**src/rtl/iter_muldiv.sv**
```systemverilog
module iter_muldiv #(
  parameter int unsigned WIDTH = 32
) (
  input  logic                 clk,
  input  logic                 rst,
  input  logic                 start_i,
  input  logic                 annul_i,
  input  logic [1:0]           op_i,
  input  logic [WIDTH-1:0]     a_i,
  input  logic [WIDTH-1:0]     b_i,
  output logic [2*WIDTH-1:0]   result_o,
  output logic                 ready_o,
  output logic                 busy_o,
  output logic                 dbz_o
);

  localparam int unsigned CW = $clog2(WIDTH) + 1;
  localparam logic [CW-1:0] LAST = CW'(WIDTH - 1);

  typedef enum logic [1:0] {
    S_IDLE,
    S_DBZ,
    S_RUN,
    S_END
  } state_t;

  state_t               state_q, state_d;
  logic                 is_div_q, is_div_d;
  logic                 neg_lo_q, neg_lo_d;
  logic                 neg_hi_q, neg_hi_d;
  logic [WIDTH-1:0]     opb_q, opb_d;
  logic [2*WIDTH-1:0]   acc_q, acc_d;
  logic [CW-1:0]        cnt_q, cnt_d;
  logic [2*WIDTH-1:0]   result_q, result_d;
  logic                 ready_q, ready_d;
  logic                 busy_q, busy_d;
  logic                 dbz_q, dbz_d;

  logic                 a_neg, b_neg;
  logic [WIDTH-1:0]     a_mag, b_mag;
  logic [WIDTH:0]       mul_sum;
  logic [WIDTH:0]       div_top, div_diff;
  logic [2*WIDTH-1:0]   mul_next, div_next, step_next;
  logic [WIDTH-1:0]     quo_mag, rem_mag, quo_fix, rem_fix;
  logic [2*WIDTH-1:0]   prod_fix, result_fix;

  always_comb begin
    a_neg = op_i[0] & a_i[WIDTH-1];
    b_neg = op_i[0] & b_i[WIDTH-1];
    a_mag = a_neg ? -a_i : a_i;
    b_mag = b_neg ? -b_i : b_i;

    // Multiply: {hi, lo} starts as {0, multiplier}; add multiplicand into hi on lo[0], then shift right.
    mul_sum  = {1'b0, acc_q[2*WIDTH-1:WIDTH]} + (acc_q[0] ? {1'b0, opb_q} : '0);
    mul_next = {mul_sum, acc_q[WIDTH-1:1]};

    // Divide: trial-subtract against the upper WIDTH+1 bits of {rem, quot} << 1.
    div_top  = acc_q[2*WIDTH-1:WIDTH-1];
    div_diff = div_top - {1'b0, opb_q};
    if (!div_diff[WIDTH]) begin
      div_next = {div_diff[WIDTH-1:0], acc_q[WIDTH-2:0], 1'b1};
    end else begin
      div_next = {acc_q[2*WIDTH-2:0], 1'b0};
    end

    step_next = is_div_q ? div_next : mul_next;

    quo_mag  = step_next[WIDTH-1:0];
    rem_mag  = step_next[2*WIDTH-1:WIDTH];
    quo_fix  = neg_lo_q ? -quo_mag : quo_mag;
    rem_fix  = neg_hi_q ? -rem_mag : rem_mag;
    prod_fix = neg_lo_q ? -step_next : step_next;
    result_fix = is_div_q ? {rem_fix, quo_fix} : prod_fix;
  end

  always_comb begin
    state_d  = state_q;
    is_div_d = is_div_q;
    neg_lo_d = neg_lo_q;
    neg_hi_d = neg_hi_q;
    opb_d    = opb_q;
    acc_d    = acc_q;
    cnt_d    = cnt_q;
    result_d = result_q;
    ready_d  = ready_q;
    dbz_d    = dbz_q;

    if (annul_i) begin
      state_d  = S_IDLE;
      result_d = '0;
      ready_d  = 1'b0;
      dbz_d    = 1'b0;
    end else begin
      unique case (state_q)
        S_IDLE: begin
          if (start_i) begin
            is_div_d = op_i[1];
            neg_lo_d = a_neg ^ b_neg;
            neg_hi_d = op_i[1] & a_neg;
            cnt_d    = '0;
            if (op_i[1]) begin
              opb_d = b_mag;
              acc_d = {{WIDTH{1'b0}}, a_mag};
            end else begin
              opb_d = a_mag;
              acc_d = {{WIDTH{1'b0}}, b_mag};
            end
            state_d = (op_i[1] && (b_i == '0)) ? S_DBZ : S_RUN;
          end
        end
        S_DBZ: begin
          state_d  = S_END;
          result_d = '0;
          dbz_d    = 1'b1;
          ready_d  = 1'b1;
        end
        S_RUN: begin
          acc_d = step_next;
          cnt_d = cnt_q + CW'(1);
          if (cnt_q == LAST) begin
            state_d  = S_END;
            result_d = result_fix;
            dbz_d    = 1'b0;
            ready_d  = 1'b1;
          end
        end
        S_END: begin
          if (!start_i) begin
            state_d  = S_IDLE;
            result_d = '0;
            ready_d  = 1'b0;
            dbz_d    = 1'b0;
          end
        end
        default: state_d = S_IDLE;
      endcase
    end

    busy_d = (state_d == S_RUN) || (state_d == S_DBZ);
  end

  always_ff @(posedge clk) begin
    if (rst) begin
      state_q  <= S_IDLE;
      is_div_q <= 1'b0;
      neg_lo_q <= 1'b0;
      neg_hi_q <= 1'b0;
      opb_q    <= '0;
      acc_q    <= '0;
      cnt_q    <= '0;
      result_q <= '0;
      ready_q  <= 1'b0;
      busy_q   <= 1'b0;
      dbz_q    <= 1'b0;
    end else begin
      state_q  <= state_d;
      is_div_q <= is_div_d;
      neg_lo_q <= neg_lo_d;
      neg_hi_q <= neg_hi_d;
      opb_q    <= opb_d;
      acc_q    <= acc_d;
      cnt_q    <= cnt_d;
      result_q <= result_d;
      ready_q  <= ready_d;
      busy_q   <= busy_d;
      dbz_q    <= dbz_d;
    end
  end

  assign result_o = result_q;
  assign ready_o  = ready_q;
  assign busy_o   = busy_q;
  assign dbz_o    = dbz_q;

endmodule
```
**config.mk**
```make
export PLATFORM = sky130hd
export DESIGN_NAME = iter_muldiv
export DESIGN_NICKNAME = d
export VERILOG_FILES = /design/src/rtl/iter_muldiv.sv
export SDC_FILE = /design/constraint.sdc
export NUM_CORES = 1
export LEC_CHECK = 0
export CELL_PAD_IN_SITES_DETAIL_PLACEMENT = 2
export CELL_PAD_IN_SITES_GLOBAL_PLACEMENT = 2
export CORE_UTILIZATION = 37
export CTS_CLUSTER_SIZE = 10
export DETAILED_ROUTE_END_ITERATION = 16
export PLACE_DENSITY_LB_ADDON = 0.1
export SLEW_MARGIN = 25
export SYNTH_ARGS = -nofsm -noshare
export SYNTH_HDL_FRONTEND = slang
export SYNTH_SLANG_ARGS = --single-unit
```
**constraint.sdc**
```tcl
create_clock -name clk -period 15.1 [get_ports clk]
set_input_delay 3.02 -clock clk [delete_from_list [all_inputs] [get_ports clk]]
set_output_delay 3.02 -clock clk [all_outputs]
set_load 0.02 [all_outputs]
```
Yosys cells after proc, flatten, opt, wreduce, memory -nomap -nowiden

Index checks and enable logic that the tools add are counted.

Mux-type cells: 29
Add/sub/neg operators: 8
Reductions and logical operators: 10
Equal/unequal tests: 9
Bitwise gates (word level): 5

Operators by type and width:

| cell                | count |
|---|---|
| $mux 64             | 7 |
| $mux 32             | 7 |
| $pmux 64 s3         | 1 |
| $neg 32->32         | 4 |
| $pmux 64 s2         | 1 |
| $neg 64->64         | 1 |
| $add 32x32->33      | 1 |
| $sub 33x32->33      | 1 |
| $logic_not 32->1    | 1 |
| $pmux 6 s2          | 1 |
| $mux 2              | 5 |
| $reduce_and 3->1    | 3 |
| $pmux 2 s4          | 1 |
| $add 6x1->6 const B | 1 |
| $eq 2x2->1 const B  | 3 |
| $eq 6x5->1 const B  | 1 |
| $mux 6              | 1 |
| $ne 2x2->1 const B  | 3 |
| $pmux 1 s3          | 2 |
| $eq 2x1->1 const B  | 2 |
| $and 1x1->1         | 3 |
| $mux 1              | 3 |
| $reduce_bool 3->1   | 1 |
| $logic_not 2->1     | 1 |
| other kinds (6)     | 6 |

Input bits: 70
Word-level logic and storage cells: 72
Output and inout port bits: 67
Bits in registers: 174

Logic depth before layout (Yosys ltp)

Depth in word-level cells: 8
Depth in mapped cells: 26
Mapped depth without buffers: 24

Worst setup path before layout

OpenSTA, ideal clock, no wires.

Kind: input port to flip-flop
From: input a_i[3]
To: register acc_q[29]
Buffers on the path: 0
Library setup time: 132 ps
Path slack: 9,474 ps
Cell stages on the path: 13
Arrival: 5,494 ps
Required time: 14,968 ps
Cells stage by stage: nor3_1 > nand2b_1 > nor3_1 > nand2_1 > or3_1 > nor3_1 > nand2_1 > or4_1 > o21ai_0 > xor2_1 > a211oi_1 > a211oi_1 > nor3_1

Word-level cells in the longest chain between the ends: 5

RTL lines:

| item                 | line | source |
|---|---|---|
| start, declared      | 9    | `input logic [WIDTH-1:0] a_i,` |
| $neg 32->32          | 50   | `a_mag = a_neg ? -a_i : a_i;` |
| $mux 32              | 50   |  |
| $mux 32              | 101  | `if (op_i[1]) begin` |
| $mux 64              | 96   | `if (start_i) begin` |
| $pmux 64 s2          | 94   | `unique case (state_q)` |
| end signal, assigned | 149  | `acc_q <= '0;` |
| end signal, assigned | 161  | `acc_q <= acc_d;` |
| end, declared        | 32   | `logic [2*WIDTH-1:0] acc_q, acc_d;` |

Every way passes these cells. The select of a mux whose other input is x is not followed.
A chain may end at the register's enable or synchronous reset.

Final worst setup path

From: register opb_q[27]
To: register result_q[56] (netlist: result_o[56])

Word-level cells in the longest chain between the ends: 8
Elaborated cells on any way between the ends: 10
Classes of those cells: add/sub (3); mux (7)

RTL lines:

| item                                              | line   | source |
|---|---|---|
| start, declared                                   | 31     | `logic [WIDTH-1:0] opb_q, opb_d;` |
| start signal, assigned                            | 160    | `opb_q <= opb_d;` |
| $sub 33x32->33 (*)                                | 59     | `div_diff = div_top - {1'b0, opb_q};` |
| $mux 64 (*)                                       | 60     | `if (!div_diff[WIDTH]) begin` |
| $mux 64 (*)                                       | 66     | `step_next = is_div_q ? div_next : mul_next;` |
| $neg 64->64 / $neg 32->32 (equally long branches) | 72, 71 |  |
| $mux 64 / $mux 32 (equally long branches)         | 72, 71 |  |
| $mux 64 (*)                                       | 73     | `result_fix = is_div_q ? {rem_fix, quo_fix} : prod_fix;` |
| $mux 64 (*)                                       | 120    | `if (cnt_q == LAST) begin` |
| $pmux 64 s3 (*)                                   | 94     |  |
| end signal, assigned                              | 163    | `result_q <= result_d;` |
| end, declared                                     | 34     | `logic [2*WIDTH-1:0] result_q, result_d;` |

Every way passes the cells marked *; elsewhere a longest branch is shown, timed or not. The select of a mux whose other input is x is not followed.

==> results.json <==
{
  "status": "finished clean",
  "fillers": 4694,
  "grt_pass1_wl_um": 102300,
  "die_y_um": 203.3,
  "syn_area_per_cell_um2": 7.203,
  "cp_max_fo": 20,
  "ys.flop_type": "dfxtp_1",
  "seqCellArea_um2": 3487,
  "gp_congestion": 0.9044,
  "leakagePower_nw": 6.393,
  "cellPowerDensity_nw_per_um2": 77.87,
  "worstPathArrival_ns": 7.12,
  "grt_antenna_before_repair": 2,
  "cts_max_path_buffers": 2,
  "cts_buffers": 17,
  "p_int_uw": 844.7,
  "cp-end-kind": "flop",
  "place_inst": 2646,
  "hold_buffers": 0,
  "seq_area_frac_synth_pct": 23.23,
  "cts_htree_levels": 4,
  "hp-class": "flop to flop",
  "p_comb_share_pct": 29.2,
  "drcViolationCount": 0,
  "finalSetupTns_ns": 0,
  "grt_setup_unrepaired": "no",
  "diodes": 0,
  "ios": 137,
  "grt_pass1_vias": 17510,
  "synthDistinctLibCells": 86,
  "via_per_inst": 6.068,
  "tightestPinTransition_ns": 0.9717,
  "syn_to_final_growth_pct": 15.81,
  "final_util_pct": 43.61,
  "finalHoldViolations": 0,
  "grt.overflow.total": 0,
  "dpl.hpwl_um": 51060,
  "final_cells": 2678,
  "required_ns": 15.43,
  "hold_ws_ns": 0.4528,
  "core_um2": 39820,
  "drtPass1Iterations": 4,
  "switching_share_pct": 37.54,
  "async_flop_share_pct": 0,
  "maxCapViolCount": 0,
  "cp-start-kind": "flop",
  "postSynthNetCount": 2223,
  "die_area_um2": 41340,
  "routed-via-count": 16251,
  "cts_resized": 0,
  "wire_per_inst_um": 24.67,
  "gr-usage-all-layers_pct": 32.05,
  "clkLatencyLatePin_ns": 0.48,
  "start_util_pct": 37.66,
  "die_x_um": 203.3,
  "min_period_ns": 6.787,
  "layout-drive-gt1-share_pct": 5.667,
  "routed_wl_um": 66080,
  "portBuffers": 136,
  "slew_headroom_pct": 34.92,
  "multi_input_area_um2": 10770,
  "std_cell_rows": 73,
  "ir_worst_vdd_v": 0.00006899,
  "postCtsSetupBuffers": 0,
  "timing_worst_setup_path_type": "flop to flop",
  "synth_seq_cells": 174,
  "synthCells": 2082,
  "synth-edff-count": 0,
  "clkPwrFrac_pct": 34.3,
  "setup_violations": 0,
  "cts.clk_slew.worst_paths_ns": 0.07,
  "fin_worst_skew_ns": 0.01917,
  "cts_tree": "built",
  "stdcell_area_um2": 17370,
  "cts_sinks": 174,
  "maxSlewViolCount": 0,
  "netSwitchingPower_uw": 507.7,
  "seqPwrFrac_pct": 36.5,
  "cts_root_buf": "clkbuf_16",
  "place_area_um2": 16740,
  "period_share_pct": 44.95,
  "antenna_left": 0,
  "final_nets": 2282,
  "grt_max_degree": 74,
  "syn_area_um2": 15000,
  "ys_warn_count": 0,
  "drt_iter0_drc": 788,
  "max_freq_ghz": 0.1473
}
-- cell type report --
type / count / share of cell area [%]
clock buffers: 17 / 2.449
clock inverters: 14 / 1.001
inverters: 73 / 1.578
multi-input cells: 1711 / 61.99
flip-flops and latches: 174 / 20.08
well taps: 525 / 3.782
repair buffers: 164 / 9.120
-- layer usage --
metal	track usage (%)	share of wire, %	vias up
met5	0	0.017	-
met2	57.74	50	313
met3	3.627	2.6	122
met1	37.08	42	8190
li1	-	-	7624
met4	16.70	5.0	2
-- layout by cell type, fill, tap and decap left out, types with 28 or more instances in the layout --
cell / instances
inv_1: 71
a21oi_1: 166
clkdlybuf4s50_1: 134
buf_4: 28
a31oi_1: 31
xor2_1: 72
nand3_1: 47
xnor2_1: 94
ha_1: 69
dfxtp_1: 173
a22oi_1: 67
and2_1: 48
mux2i_1: 44
nor3_1: 72
o211ai_1: 49
o21ai_0: 106
nand2_1: 227
nor2_1: 244
a21o_1: 29
a211oi_1: 31
-- worst max-delay path, stage by stage, from the launching register on --
cell and delay [ns]:
dfxtp_1 0.50, inv_1 0.09, ha_1 0.38, a21oi_1 0.47, o21ai_1 0.18, a211oi_2 0.30
o21a_1 0.33, nand3_1 0.11, buf_4 0.23, nand2_1 0.55, nor2_1 0.13, a21oi_1 0.35
ha_1 0.24, o21ai_0 0.17, or3_1 0.47, inv_1 0.14, nand3_1 0.34, nor2_1 0.46
nor2_1 0.13, or4b_4 0.59, o31ai_4 0.19, xor2_1 0.19, o21ai_1 0.08
-- worst paths after layout --
kind                 from            to  slack [ns]  cells after the start
max             opb_q[27]  result_o[56]        8.31                     22
min          result_o[59]  result_o[59]        0.45                      2
max reg2reg     opb_q[27]  result_o[56]        8.31                     22
min reg2reg  result_o[59]  result_o[59]        0.45                      2
-- metrics by stage --
step	total power [mW]	setup WS (ns)
after detailed placement	0.8903	8.382
after CTS	1.359	8.378
after global placement	0.8755	8.527
after floorplan	0.7437	9.474
after global routing	1.410	7.964
final	1.352	8.313
-- registers in the layout (all words and copies together) (netlist names) --
| name | count |
|---|---|
| result_o | 64 |
| acc_q | 64 |
| dbz_o | 1 |
| cnt_q | 6 |
| neg_lo_q | 1 |
| state_q | 2 |
| ready_o | 1 |
| neg_hi_q | 1 |
| opb_q | 32 |
| is_div_q | 1 |
| busy_o | 1 |
-- power groups by stage --
stage,Sequential (mW),Clock (mW),Combinational (mW)
CTS,0.493,0.474,0.392
global placement,0.502,0,0.373
finish,0.494,0.464,0.395
floorplan,0.491,0,0.253
detailed placement,0.504,0,0.387
global route,0.495,0.491,0.424
-- logic make-up after synthesis --
family	after synthesis	synth area share [%]
and+or+nand+nor	796	24.89
AOI/OAI and AO/OA	631	27.80
buffers and inverters	197	5.206
DFF	174	23.23
xor gates and xnor gates	166	9.695
adders and majority gates	71	6.024
muxes	47	3.162
-- Yosys cell counts (all sizes together), types with 17 or more instances --
master	instances	area, um2
nor2	249	937.2
mux2i	44	440.4
a211oi	33	257.7
o21ai	124	646.9
xnor2	94	823.3
a311oi	24	210.2
a21oi	169	864.6
nor4	19	125.1
a21o	29	217.7
a31oi	31	193.9
ha	69	863.3
buf	21	120.1
or3	17	106.4
xor2	72	630.6
a22oi	67	503.0
clkbuf	103	386.6
inv	71	266.5
and2	49	306.6
dfxtp	174	3483
nand2	227	852.1
nor3	74	380.4
nand3	47	235.2
nand4	24	150.1
o31ai	22	178.9
o211ai	49	367.9
or2	22	137.6
Note: power is estimated with default switching activity, not from simulation.
